===== config.mk =====
export PLATFORM = sky130hd
export DESIGN_NAME = uart_rx_sampler
export DESIGN_NICKNAME = d
export VERILOG_FILES = /design/src/rtl/uart_rx_sampler.sv
export SDC_FILE = /design/constraint.sdc
export NUM_CORES = 1
export LEC_CHECK = 0
export CAP_MARGIN = 10
export CORE_MARGIN = 2
export CORE_UTILIZATION = 51
export DETAILED_ROUTE_END_ITERATION = 6
export GPL_TIMING_DRIVEN = 0
export PLACE_DENSITY = 0.74
export SYNTH_ARGS = -nofsm -noshare
export SYNTH_HDL_FRONTEND = slang
export SYNTH_SLANG_ARGS = --single-unit

===== constraint.sdc =====
create_clock -name i_clk -period 2.25 [get_ports i_clk]
set_clock_uncertainty 0.1 [all_clocks]
set_input_delay 0.45 -clock i_clk [delete_from_list [all_inputs] [get_ports i_clk]]
set_output_delay 0.45 -clock i_clk [all_outputs]
set_load 0.01 [all_outputs]

===== src/rtl/uart_rx_sampler.sv =====
// -----------------------------------------------------------------------------
// uart_rx_sampler
// UART receiver (8N1, LSB first, idle-high line) with its own oversampling tick
// generator. Delivers framed bytes to the Debug unit via a sticky ready flag.
//
// Ports:
//   i_clk          system clock, rising edge
//   i_reset        asynchronous active-high reset
//   i_rx           serial line, asynchronous to i_clk, idles high
//   i_rx_clear     clears o_rx_ready / o_rx_overrun
//   o_rx_data      last correctly framed byte, stable while o_rx_ready=1
//   o_rx_ready     sticky byte-available flag
//   o_rx_frame_err one-cycle pulse when the sampled stop bit is 0
//   o_rx_overrun   sticky; a byte completed while o_rx_ready was already set
// -----------------------------------------------------------------------------
`timescale 1ns/1ps

module uart_rx_sampler #(
   parameter int CLK_FR      = 50000000,
   parameter int BAUD_RATE   = 9600,
   parameter int RX_DIV_SAMP = 16,
   parameter int DBIT        = 8,
   parameter int SB_TICK     = 16
) (
   input  logic            i_clk,
   input  logic            i_reset,
   input  logic            i_rx,
   input  logic            i_rx_clear,
   output logic [DBIT-1:0] o_rx_data,
   output logic            o_rx_ready,
   output logic            o_rx_frame_err,
   output logic            o_rx_overrun
);

   localparam int DIV  = CLK_FR / (BAUD_RATE * RX_DIV_SAMP);
   localparam int TW   = (DIV > 1) ? $clog2(DIV) : 1;
   localparam int SMAX = (SB_TICK > RX_DIV_SAMP) ? SB_TICK : RX_DIV_SAMP;
   localparam int SW   = $clog2(SMAX);
   localparam int NW   = (DBIT > 1) ? $clog2(DBIT) : 1;

   localparam logic [TW-1:0] TICK_LAST = TW'(DIV - 1);
   localparam logic [SW-1:0] S_HALF    = SW'(RX_DIV_SAMP / 2 - 1);
   localparam logic [SW-1:0] S_LAST    = SW'(RX_DIV_SAMP - 1);
   localparam logic [SW-1:0] S_STOP    = SW'(SB_TICK - 1);
   localparam logic [NW-1:0] N_LAST    = NW'(DBIT - 1);

   typedef enum logic [1:0] {ST_IDLE, ST_START, ST_DATA, ST_STOP} state_t;

   logic [TW-1:0]   r_tick_cnt;
   logic            w_tick;
   logic [1:0]      r_sync;
   logic            w_rx_s;

   state_t          r_state,  w_state_nx;
   logic [SW-1:0]   r_s_cnt,  w_s_cnt_nx;
   logic [NW-1:0]   r_n_cnt,  w_n_cnt_nx;
   logic [DBIT-1:0] r_shift,  w_shift_nx;
   logic            w_done;
   logic            w_ferr;

   logic [DBIT-1:0] r_data;
   logic            r_ready;
   logic            r_ferr;
   logic            r_ovr;

   // Free-running oversampling tick; independent of the FSM so frame
   // alignment only costs at most one tick period of phase error.
   always_ff @(posedge i_clk or posedge i_reset) begin
      if (i_reset)     r_tick_cnt <= '0;
      else if (w_tick) r_tick_cnt <= '0;
      else             r_tick_cnt <= r_tick_cnt + 1'b1;
   end
   assign w_tick = (r_tick_cnt == TICK_LAST);

   // Two-flop synchroniser, preset to idle level so reset never looks like a start bit.
   always_ff @(posedge i_clk or posedge i_reset) begin
      if (i_reset) r_sync <= 2'b11;
      else         r_sync <= {r_sync[0], i_rx};
   end
   assign w_rx_s = r_sync[1];

   always_ff @(posedge i_clk or posedge i_reset) begin
      if (i_reset) begin
         r_state <= ST_IDLE;
         r_s_cnt <= '0;
         r_n_cnt <= '0;
         r_shift <= '0;
      end else begin
         r_state <= w_state_nx;
         r_s_cnt <= w_s_cnt_nx;
         r_n_cnt <= w_n_cnt_nx;
         r_shift <= w_shift_nx;
      end
   end

   always_comb begin
      w_state_nx = r_state;
      w_s_cnt_nx = r_s_cnt;
      w_n_cnt_nx = r_n_cnt;
      w_shift_nx = r_shift;
      w_done     = 1'b0;
      w_ferr     = 1'b0;
      case (r_state)
         ST_IDLE: begin
            // Start detection is not tick-gated to keep back-to-back frames gap-free.
            if (!w_rx_s) begin
               w_state_nx = ST_START;
               w_s_cnt_nx = '0;
            end
         end
         ST_START: begin
            if (w_tick) begin
               if (r_s_cnt == S_HALF) begin
                  if (!w_rx_s) begin
                     w_state_nx = ST_DATA;
                     w_s_cnt_nx = '0;
                     w_n_cnt_nx = '0;
                  end else begin
                     w_state_nx = ST_IDLE;   // glitch shorter than half a bit
                  end
               end else begin
                  w_s_cnt_nx = r_s_cnt + 1'b1;
               end
            end
         end
         ST_DATA: begin
            if (w_tick) begin
               if (r_s_cnt == S_LAST) begin
                  w_s_cnt_nx = '0;
                  w_shift_nx = {w_rx_s, r_shift[DBIT-1:1]};
                  if (r_n_cnt == N_LAST) w_state_nx = ST_STOP;
                  else                   w_n_cnt_nx = r_n_cnt + 1'b1;
               end else begin
                  w_s_cnt_nx = r_s_cnt + 1'b1;
               end
            end
         end
         ST_STOP: begin
            if (w_tick) begin
               if (r_s_cnt == S_STOP) begin
                  w_state_nx = ST_IDLE;
                  if (w_rx_s) w_done = 1'b1;
                  else        w_ferr = 1'b1;
               end else begin
                  w_s_cnt_nx = r_s_cnt + 1'b1;
               end
            end
         end
         default: w_state_nx = ST_IDLE;
      endcase
   end

   // Completion takes priority over a simultaneous clear; a clear in the
   // completion cycle still suppresses the overrun flag.
   always_ff @(posedge i_clk or posedge i_reset) begin
      if (i_reset) begin
         r_data  <= '0;
         r_ready <= 1'b0;
         r_ferr  <= 1'b0;
         r_ovr   <= 1'b0;
      end else begin
         r_ferr <= w_ferr;
         if (w_done) begin
            r_data  <= r_shift;
            r_ready <= 1'b1;
            if (i_rx_clear)   r_ovr <= 1'b0;
            else if (r_ready) r_ovr <= 1'b1;
         end else if (i_rx_clear) begin
            r_ready <= 1'b0;
            r_ovr   <= 1'b0;
         end
      end
   end

   assign o_rx_data      = r_data;
   assign o_rx_ready     = r_ready;
   assign o_rx_frame_err = r_ferr;
   assign o_rx_overrun   = r_ovr;

endmodule


==> flow_summary_export.csv <==
group,metric,value,unit
outcome,status,"completed",
logic_synthesis,dominantRegCellSynth,"dfrtp_1",
min_path,hold_start,"r_sync[0]",
worst_setup_path,arrival,2300,ps
worst_setup_path,crit_fanout,10,
sta,final.setup.tns,0,ps
floorplan,rows,21,
worst_setup_path,path_class,"reg2reg",
sta,finalMaxSlewViolations,0,
cells_and_area,stdcell_count,215,
logic_synthesis,synth_top_area_share,0.510,
floorplan,core_area,3390,um^2
detailed_routing,first_pass_iters,4,
power,p_total,1190,uW
logic_synthesis,syn_avg_cell_area,12.4,um^2
cells_and_area,postLayoutCellArea,2150,um^2
logic_synthesis,ys_ff_latch,39,
logic_synthesis,syn_area,1820,um^2
power,p_sw,243,uW
clock_tree,cts_buffer_depth,2,
sta,hold_ws,264,ps
power,peakVddDrop,0.310,mV
sta,setup_viol,0,
global_route,grt_pass1_wl,5690,um
cells_and_area,seq_area,980,um^2
logic_synthesis,async_flop_share,1.00,
power,pwr-share-clk,0.388,
power,power_per_cell_area,553,nW/um^2
power,p_int,944,uW
power,comb_power_share,0.018,
min_path,hold_depth,0,
detailed_routing,routedWlPerCell,14.2,um
clock_tree,htree_levels,2,
worst_setup_path,r2r_slack,100,ps
logic_synthesis,synth-edff-count,0,
cells_and_area,syn2layout_area_growth,18.3,%
power,p_sw_frac,0.205,
worst_setup_path,regToRegEndpoint,"o_rx_data[1]",
floorplan,ioPinCount,15,
clock_tree,cts_tree,"done",
place,placed_area,2010,um^2
sta,tightest_slew,771,ps
clock_tree,insertion_delay,350,ps
cells_and_area,multi_input_area,828,um^2
clock_tree,path_clk_slew,120,ps
global_route,grt_pass1_vias,1206,
logic_synthesis,synth_commonest_cells,"dfrtp_1 (37), mux2_2 (10), nor2_1 (9)",
logic_synthesis,yosysMostFrequentCell,"dfrtp_1",
power,pwr-share-seq,0.594,
detailed_routing,drtIter0Drc,86,
power,p_leak,0.000993,uW
worst_setup_path,cp-end-kind,"flip-flop",
clock_tree,cts_buffers,5,
cells_and_area,nFillCells,257,
min_path,min_to,"r_sync[1]",
clock_tree,cts.root.buffer_cell,"clkbuf_4",
detailed_routing,dr_total_vias,1213,
global_route,gr-total-overflow,0,
logic_synthesis,synth_largest_area_cell,"dfrtp_1",
logic_synthesis,ys_top_cells_by_area,"dfrtp_1 (51%), mux2_4 (6.6%), mux2_2 (6.2%), ha_1 (3.4%), dfstp_2 (2.9%)",
cells_and_area,drive_above_1_share,0.254,
logic_synthesis,syn_nets,155,
worst_setup_path,r2r_start,"r_tick_cnt[3]",
sta,period_needed,2150,ps
cells_and_area,insertedDiodeCount,0,
cells_and_area,nNetsFinal,177,
sta,relSlewSlack,0.486,
worst_setup_path,rr_worst_depth,4,
sta,timing.final.crit_share,0.955,
sta,fmax,465,MHz
floorplan,fp.dieW,63.7,um
floorplan,die_area,4050,um^2
floorplan,initial_core_util,0.536,
global_route,antenna_found_initial,0,
global_route,grt_start_max_net_pins,40,
place,port_buffers,14,
detailed_routing,ant_nets,0,
detailed_routing,drc,0,
sta,rsz0062_at_grt,"false",
place,hpwl,2140,um
worst_setup_path,cp-start-kind,"flip-flop",
min_path,worstHoldPathType,"reg2reg",
logic_synthesis,yosysUniqueCellTypes,45,
clock_tree,cts_sinks,39,
sta,hold_viol,0,
place,gp_congestion,0.910,
logic_synthesis,seq_area_frac_synth,0.539,
global_route,grtUsageTotal,0.184,
logic_synthesis,syn_inst,146,
detailed_routing,via_per_inst,5.64,
worst_setup_path,cp.required,2400,ps
logic_synthesis,yosys_warnings,0,
floorplan,fp.dieH,63.7,um
detailed_routing,wl,3060,um
place,post-place-cells,206,
job,drv_cap,0,
[cell usage in the layout (no fill, tap or decap), types with 2 or more instances in the layout]
cell             count
nand2_1              8
inv_1                5
or2_2                3
nor3_1               4
dfstp_2              2
mux2_2              10
xor2_1               3
ha_1                 5
clkbuf_4             5
a31oi_1              2
clkbuf_1             3
o21ai_0              3
nor2_1               8
mux2_4               8
a22o_1               3
nand3_1              7
dfrtp_1             36
clkdlybuf4s50_1     14
xnor2_1              4
[layer usage]
layer  wire length [um]  part of all wire  global-route usage
met1               1380              0.45               0.231
met2               1500              0.49               0.301
met3                128             0.042              0.0518
met4                 53             0.017              0.0707
met5                  0                 0                   0
[layout make-up]
type | count | area share
Clock inverter | 3 | 0.0204
Inverter | 6 | 0.0105
Sequential cell | 39 | 0.456
Buffer | 4 | 0.0146
Clock buffer | 5 | 0.0175
Multi-Input combinational cell | 97 | 0.386
Tap cell | 46 | 0.0268
Timing Repair Buffer | 15 | 0.0687
[power groups by stage]
stage	Sequential, uW	Combinational (uW)	Clock (uW)
floorplan	719	13.1	0
global placement	719	21.8	0
detailed placement	719	22.6	0
CTS	706	22.9	481
global route	707	25.5	507
finish	706	21.3	461
[cell families (layout without fill, tap and decap cells)]
family | Yosys count | count (layout) | synth area share
muxes | 18 | 18 | 0.128
xor gates and xnor gates | 7 | 7 | 0.0338
buffers and inverters | 10 | 33 | 0.0248
adders and majority gates | 5 | 5 | 0.0345
DFF | 39 | 39 | 0.539
AOI/OAI and AO/OA | 20 | 20 | 0.0848
and+or+nand+nor | 47 | 47 | 0.155
[per-stage QoR]
stage	setup WS, ps	utilization
detailed placement	-206	0.594
CTS	-14.0	0.628
finish	102	0.634
global placement	-247	0.594
global route	20.5	0.634
floorplan	89.8	-
[how the worst max path moves through the flow]
stage / from / end / slack, ps / cells past startpoint
after floorplan: r_tick_cnt[4] / o_rx_data[0] / 90 / 4
after global placement: r_tick_cnt[4] / r_shift[2] / -250 / 4
after detailed placement: r_tick_cnt[3] / r_shift[0] / -210 / 4
after CTS: r_tick_cnt[4] / o_rx_data[1] / -10 / 4
after global routing: r_tick_cnt[0] / r_shift[7] / 20 / 6
final: r_tick_cnt[3] / o_rx_data[1] / 100 / 4
[registers in the layout (all words and copies together) (netlist names), named ones only]
| name | flops |
|---|---|
| o_rx_data | 8 |
| o_rx_frame_err | 1 |
| o_rx_overrun | 1 |
| o_rx_ready | 1 |
| r_n_cnt | 3 |
| r_s_cnt | 4 |
| r_shift | 8 |
| r_state | 1 |
| r_sync | 2 |
| r_tick_cnt | 9 |
[what timing repair did]
item,CTS,global route
setup endpoints to repair,11,19
pin swaps,0,4
hold buffers,0,0
cloned,0,0
setup buffers,0,1
resized for setup,5,4
[worst max-delay path, cell delays in order (launching register included)]
cell and delay (ps):
dfrtp_2 460, or4b_4 600, or4_4 450, buf_12 170, mux2_4 290
No activity file was read; power rests on OpenSTA's default activity.
